`config.mk`:
```
export PLATFORM = sky130hd
export DESIGN_NAME = vga_timing_gen
export DESIGN_NICKNAME = d
export VERILOG_FILES = /design/src/rtl/vga_timing_gen.sv
export SDC_FILE = /design/constraint.sdc
export NUM_CORES = 1
export LEC_CHECK = 0
export BUFFER_PORTS_ARGS = -buffer_cell sky130_fd_sc_hd__buf_2
export CORE_UTILIZATION = 49
export DETAILED_ROUTE_END_ITERATION = 12
export PLACE_DENSITY = 0.83
export RECOVER_POWER = 50
export SETUP_SLACK_MARGIN = 0.05
export SYNTH_ARGS = -nofsm -noshare
export SYNTH_HDL_FRONTEND = slang
export SYNTH_SLANG_ARGS = --single-unit
```
`constraint.sdc`:
```
create_clock -name clk -period 3.9 [get_ports clk]
set_input_delay 0.585 -clock clk [delete_from_list [all_inputs] [get_ports clk]]
set_output_delay 0.585 -clock clk [all_outputs]
set_load 0.05 [all_outputs]
```
`src/rtl/vga_timing_gen.sv`:
```
// vga_timing_gen
//   Parametrised raster timing generator. Walks a frame of
//   H_TOTAL x V_TOTAL pixel positions (active, front porch, sync, back porch
//   in both directions) on an internal or external pixel enable, and emits
//   registered, mutually aligned sync / display-enable / coordinate outputs
//   plus line/frame/vblank strobes, a wrapping frame counter and run/halt
//   control that only ever stops on a frame boundary.
//
// Ports
//   clk          in   system clock
//   rst          in   synchronous reset, active-high
//   pix_ce_in    in   external pixel enable (used only when CE_DIV == 0)
//   run          in   1 = advance raster, 0 = finish current frame then halt
//   h_cnt/v_cnt  out  raw raster position
//   pix_x/pix_y  out  active-area coordinates, 0 outside active video
//   h_sync       out  horizontal sync, active level H_POL
//   v_sync       out  vertical sync, active level V_POL
//   de           out  display enable
//   pix_ce       out  effective pixel enable
//   line_start   out  strobe on the step to h_cnt = 0
//   frame_start  out  strobe on the step to (0,0)
//   vblank_start out  strobe on the step to (0,V_ACTIVE)
//   frame_cnt    out  frames started, wraps
//   halted       out  high while parked at the end of a frame
module vga_timing_gen #(
  parameter int unsigned H_ACTIVE = 640,
  parameter int unsigned H_FP     = 16,
  parameter int unsigned H_SYNC   = 96,
  parameter int unsigned H_BP     = 48,
  parameter int unsigned V_ACTIVE = 480,
  parameter int unsigned V_FP     = 10,
  parameter int unsigned V_SYNC   = 2,
  parameter int unsigned V_BP     = 33,
  parameter bit          H_POL    = 1'b0,
  parameter bit          V_POL    = 1'b0,
  parameter int unsigned H_W      = 10,
  parameter int unsigned V_W      = 10,
  parameter int unsigned CE_DIV   = 4,
  parameter int unsigned FC_W     = 8
) (
  input  logic            clk,
  input  logic            rst,
  input  logic            pix_ce_in,
  input  logic            run,
  output logic [H_W-1:0]  h_cnt,
  output logic [V_W-1:0]  v_cnt,
  output logic [H_W-1:0]  pix_x,
  output logic [V_W-1:0]  pix_y,
  output logic            h_sync,
  output logic            v_sync,
  output logic            de,
  output logic            pix_ce,
  output logic            line_start,
  output logic            frame_start,
  output logic            vblank_start,
  output logic [FC_W-1:0] frame_cnt,
  output logic            halted
);

  localparam int unsigned H_TOTAL = H_ACTIVE + H_FP + H_SYNC + H_BP;
  localparam int unsigned V_TOTAL = V_ACTIVE + V_FP + V_SYNC + V_BP;

  localparam logic [H_W-1:0] H_LAST   = H_W'(H_TOTAL - 1);
  localparam logic [V_W-1:0] V_LAST   = V_W'(V_TOTAL - 1);
  localparam logic [H_W-1:0] H_ACT_C  = H_W'(H_ACTIVE);
  localparam logic [V_W-1:0] V_ACT_C  = V_W'(V_ACTIVE);
  localparam logic [H_W-1:0] H_SS_C   = H_W'(H_ACTIVE + H_FP);
  localparam logic [H_W-1:0] H_SE_C   = H_W'(H_ACTIVE + H_FP + H_SYNC);
  localparam logic [V_W-1:0] V_SS_C   = V_W'(V_ACTIVE + V_FP);
  localparam logic [V_W-1:0] V_SE_C   = V_W'(V_ACTIVE + V_FP + V_SYNC);

  localparam int unsigned DW = (CE_DIV > 1) ? $clog2(CE_DIV) : 1;
  localparam logic [DW-1:0] DIV_LAST = DW'((CE_DIV > 0) ? CE_DIV - 1 : 0);

  typedef enum logic {ST_RUN, ST_HALT} state_t;

  state_t          state_q, state_d;
  logic [DW-1:0]   div_q, div_d;
  logic [H_W-1:0]  h_q, h_d;
  logic [V_W-1:0]  v_q, v_d;
  logic [H_W-1:0]  x_q, x_d;
  logic [V_W-1:0]  y_q, y_d;
  logic            hs_q, hs_d;
  logic            vs_q, vs_d;
  logic            de_q, de_d;
  logic            ls_q, ls_d;
  logic            fs_q, fs_d;
  logic            vbs_q, vbs_d;
  logic [FC_W-1:0] fc_q, fc_d;
  logic            halt_q, halt_d;
  logic            ce;
  logic            adv;
  logic            at_end;

  // Pixel enable: external, or a mod-CE_DIV divider (CE_DIV=1 -> always on).
  always_comb begin
    ce    = 1'b0;
    div_d = '0;
    if (CE_DIV == 0) begin
      ce = pix_ce_in;
    end else begin
      ce = (div_q == DIV_LAST);
      if (CE_DIV > 1) begin
        div_d = ce ? '0 : div_q + 1'b1;
      end
    end
  end

  // Run/halt control. HALT parks the counters on the last position of the
  // frame, so resuming is just an ordinary step that wraps to (0,0).
  always_comb begin
    state_d = state_q;
    adv     = 1'b0;
    at_end  = (h_q == H_LAST) && (v_q == V_LAST);
    unique case (state_q)
      ST_RUN: begin
        if (ce) begin
          if (at_end && !run) state_d = ST_HALT;
          else                adv     = 1'b1;
        end
      end
      ST_HALT: begin
        if (ce && run) begin
          state_d = ST_RUN;
          adv     = 1'b1;
        end
      end
      default: state_d = ST_RUN;
    endcase
  end

  // Next position and every output decoded from it, so the registered
  // outputs line up with the registered counters in the same cycle.
  always_comb begin
    h_d = h_q;
    v_d = v_q;
    if (adv) begin
      if (h_q == H_LAST) begin
        h_d = '0;
        v_d = (v_q == V_LAST) ? '0 : v_q + 1'b1;
      end else begin
        h_d = h_q + 1'b1;
      end
    end
    de_d   = (h_d < H_ACT_C) && (v_d < V_ACT_C);
    x_d    = de_d ? h_d : '0;
    y_d    = de_d ? v_d : '0;
    hs_d   = ((h_d >= H_SS_C) && (h_d < H_SE_C)) ? H_POL : ~H_POL;
    vs_d   = ((v_d >= V_SS_C) && (v_d < V_SE_C)) ? V_POL : ~V_POL;
    ls_d   = adv && (h_d == '0);
    fs_d   = adv && (h_d == '0) && (v_d == '0);
    vbs_d  = adv && (h_d == '0) && (v_d == V_ACT_C);
    fc_d   = fs_d ? fc_q + 1'b1 : fc_q;
    halt_d = (state_d == ST_HALT);
  end

  always_ff @(posedge clk) begin
    if (rst) begin
      state_q <= ST_RUN;
      div_q   <= '0;
      h_q     <= H_LAST;
      v_q     <= V_LAST;
      x_q     <= '0;
      y_q     <= '0;
      hs_q    <= ~H_POL;
      vs_q    <= ~V_POL;
      de_q    <= 1'b0;
      ls_q    <= 1'b0;
      fs_q    <= 1'b0;
      vbs_q   <= 1'b0;
      fc_q    <= '0;
      halt_q  <= 1'b0;
    end else begin
      state_q <= state_d;
      div_q   <= div_d;
      h_q     <= h_d;
      v_q     <= v_d;
      x_q     <= x_d;
      y_q     <= y_d;
      hs_q    <= hs_d;
      vs_q    <= vs_d;
      de_q    <= de_d;
      ls_q    <= ls_d;
      fs_q    <= fs_d;
      vbs_q   <= vbs_d;
      fc_q    <= fc_d;
      halt_q  <= halt_d;
    end
  end

  assign h_cnt        = h_q;
  assign v_cnt        = v_q;
  assign pix_x        = x_q;
  assign pix_y        = y_q;
  assign h_sync       = hs_q;
  assign v_sync       = vs_q;
  assign de           = de_q;
  assign pix_ce       = ce;
  assign line_start   = ls_q;
  assign frame_start  = fs_q;
  assign vblank_start = vbs_q;
  assign frame_cnt    = fc_q;
  assign halted       = halt_q;

endmodule
```
==> impl_results.md <==
- Run status: finished clean
- Max-slew headroom: 0.593
- Min-delay worst type: flip-flop to flip-flop
- Lkg Pwr: between 1 and 1.5 nW
- GPL Wtd Cong: 0.898
- Clk_lat worst skew: ~0.34 ns
- Cell Area, Synth: approximately 0.0027 mm^2
- CP Capture Type: flip-flop
- Worst-margin pin slew: 0.613 ns
- R2R depth: 10
- Syn Area/Cell: 8.85 um^2
- Most instantiated cells after synthesis: 57 x dfxtp_1, 45 x nor2_1, 24 x nand2_1, 18 x nor3_1
- Synth Flop Type: dfxtp_1
- Routed wire length per instance: about 14 um
- Die width: 75.8 um
- Root Driver: clkbuf_8
- Worst R2R Setup Slack: ~0.56 ns
- Tot Pwr: approximately 1.3 mW
- Max-cap violation count: 0
- Worst setup SP type: flip-flop
- First-pass GRT wire length: about 9800 um
- Register area share after synthesis: 0.428
- Worst R2R End: pix_y[3]$_SDFF_PP0_
- Setup WS pre-CTS: 0.600 ns
- Num ports: 60
- Clock Sinks: 57
- CP max FO: 13
- Min cycle time layout: 3.34 ns
- #FFs+latches synth: 57
- Largest area contributor in the netlist: dfxtp_1
- Worst r2r src: h_cnt[0]$_SDFF_PP1_
- # diodes: 0
- H-tree levels: 3
- Initial Util: 0.515
- DPL Wire Length: between 4000 and 5000 um
- Pin count of the biggest net entering global routing: 28
- Vias: about 2400
- RSZ-0062 raised after global routing: false
- Synth Instances: between 300 and 400
- Clock Power Share: 0.424
- Die area: about 0.0057 mm^2
- WP data required: 4.11 ns
- Clk slew on worst S/H paths: roughly 0.06 ns
- Pwr dens: 407 mW/mm^2
- Design area: 0.00311 mm^2
- Die height: about 76 um
- Switch share: 0.271
- Final number of max-transition violations: 0
- Bufs on Longest Clock Path: 2
- Final Cycle Share: 0.855
- Number of global-route vias before repair: 2028
- Number of fill cells: just under 500
- TritonRoute pass-1 iters: 4
- Via-per-instance ratio: around 5.5
- Combinational fraction of design power: 0.102
- Int Power: between 0.9 and 1 mW
- Hold Fails Final Rpt: 0
- Sequential share of power: 0.474
- IO Port Bufs: 58
- Yosys top cell area share: 0.428
- # rows: 26
- Layout area overhead: 16.7%
- Post-CTS Setup Inserts: 0
- Final worst slack: around 0.56 ns
- Post-CTS Resized: 0
- CTS buffer count: 9
- Initial antenna violation count: 0
- GRT overflow: 0
- Layout cells sized above 1: 0.134
- DRC viols: 0
- Worst Path Class, Setup: flip-flop to flip-flop
- Worst hold margin: 0.429 ns
- Number of synthesized flops with an enable pin: 0
- Distinct cells, synth: 62
- Overall Global Routing Usage: 0.232
- Setup TNS: 0 ns
- Synth area leaders: dfxtp_1 43%, nor2_1 6.3%, nor3_1 3.4%
- Worst Path Arrival: about 3.6 ns
- Sw Pwr: around 0.34 mW
- Peak supply drop: approximately 0.28 mV
- Detailed-route wire length: between 6000 and 7000 um
- Post-synth net total: between 300 and 400
- Worst Skew: 0.0107 ns
- Setup violations, final: 0
- Post-synthesis async set-or-reset flop share: 0
- CTS tree: yes
- Fmax: approximately 300 MHz
- Area after DPL: between 0.002 and 0.003 mm^2
- Yosys warning total: 0
- Drt initial violations: ~190
- Crit. Startpoint: h_cnt[0]$_SDFF_PP1_
- Final antenna-violating net count: 0
- Placeable core area: 0.00517 mm^2
- Nets: 369
- Most instantiated library cell after synthesis: dfxtp_1
- Worst setup path end: pix_y[3]$_SDFF_PP0_
- CTS Hold Buffers Added: 0
-- power groups by stage --
stage	Sequential, mW	Combinational, mW	Clock, mW
final	0.600	0.129	0.537
after floorplan	0.627	0.0888	0
after global routing	0.600	0.139	0.575
after detailed placement	0.613	0.128	0
after CTS	0.599	0.129	0.545
after global placement	0.612	0.126	0
-- sequential cells by signal (all words and copies together) (netlist names) --
| name | flops |
|---|---|
| halted | 1 |
| de | 1 |
| vblank_start | 1 |
| v_cnt | 10 |
| line_start | 1 |
| frame_cnt | 8 |
| h_cnt | 10 |
| v_sync | 1 |
| div_q | 2 |
| pix_x | 10 |
| h_sync | 1 |
| pix_y | 10 |
| frame_start | 1 |
-- metal layers --
layer | vias up | routed length, um | track usage
li1 | 1187 | - | -
met1 | 1125 | 2970 | 0.316
met2 | 61 | 2840 | 0.351
met3 | 8 | 326 | 0.0794
met4 | 0 | 76 | 0.0617
met5 | - | 0 | 0
-- placed cells by master (no fill, tap or decap), drive strengths merged, types with 2 or more instances in the layout --
cell,count
nor4,4
and4,3
o311ai,2
or4,2
inv,9
nand4b,2
or3,2
mux2i,4
nand2,24
o41ai,2
a31o,2
nand4bb,2
buf,9
ha,5
nor2b,6
a21oi,13
or2,3
nand3,14
clkinvlp,3
dfxtp,57
a21o,2
xor2,3
nor3,18
o31a,2
and2,3
clkinv,3
and3,8
nand4,9
o21ai,6
mux2,5
xnor2,6
nor3b,2
o31ai,2
clkbuf,62
nor2,47
a31oi,4
-- cell families after synthesis --
family                     after synthesis  share of synthesized area
and+or+nand+nor                        155                      0.321
muxes                                    9                     0.0361
buffers and inverters                   23                     0.0474
adders and majority gates                5                     0.0235
other                                    1                    0.00141
DFF                                     57                      0.428
AOI/OAI and AO/OA                       42                      0.113
xor gates and xnor gates                 9                     0.0296
-- critical path, stage by stage (launching register included) --
cell and delay (ns):
dfxtp_1 0.49, ha_1 0.33, nand4_4 0.21, nor3b_4 0.29, nand3_2 0.27, nor4_1 0.46
o21ai_0 0.13, nor4_1 0.55, or3_1 0.22, buf_4 0.20, nor2_1 0.07
-- how the worst min path moves through the flow --
stage                             start             endpoint  slack, ns  depth (start not counted)
floorplan           div_q[0]$_SDFF_PP0_  div_q[0]$_SDFF_PP0_       0.40                          1
global placement    div_q[0]$_SDFF_PP0_  div_q[0]$_SDFF_PP0_       0.41                          1
detailed placement  div_q[0]$_SDFF_PP0_  div_q[0]$_SDFF_PP0_       0.42                          1
CTS                 div_q[0]$_SDFF_PP0_  div_q[0]$_SDFF_PP0_       0.43                          1
global route        div_q[0]$_SDFF_PP0_  div_q[0]$_SDFF_PP0_       0.45                          1
finish              div_q[0]$_SDFF_PP0_  div_q[0]$_SDFF_PP0_       0.43                          1
-- cell type report --
type	count	area (um^2)	area share
well taps	70	87.6	0.0282
multi-input cells	221	1400	0.449
clock inverters	7	71.3	0.0229
inverters	9	33.8	0.0109
flip-flops and latches	57	1140	0.367
clock buffers	9	124	0.0398
repair buffers	62	254	0.0817
-- per-stage QoR --
stage | utilization | cells
floorplan | - | 301
global placement | 0.576 | 419
detailed placement | 0.576 | 419
CTS | 0.614 | 435
global route | 0.601 | 435
finish | 0.601 | 435
Note: power is estimated with default switching activity, not from simulation.
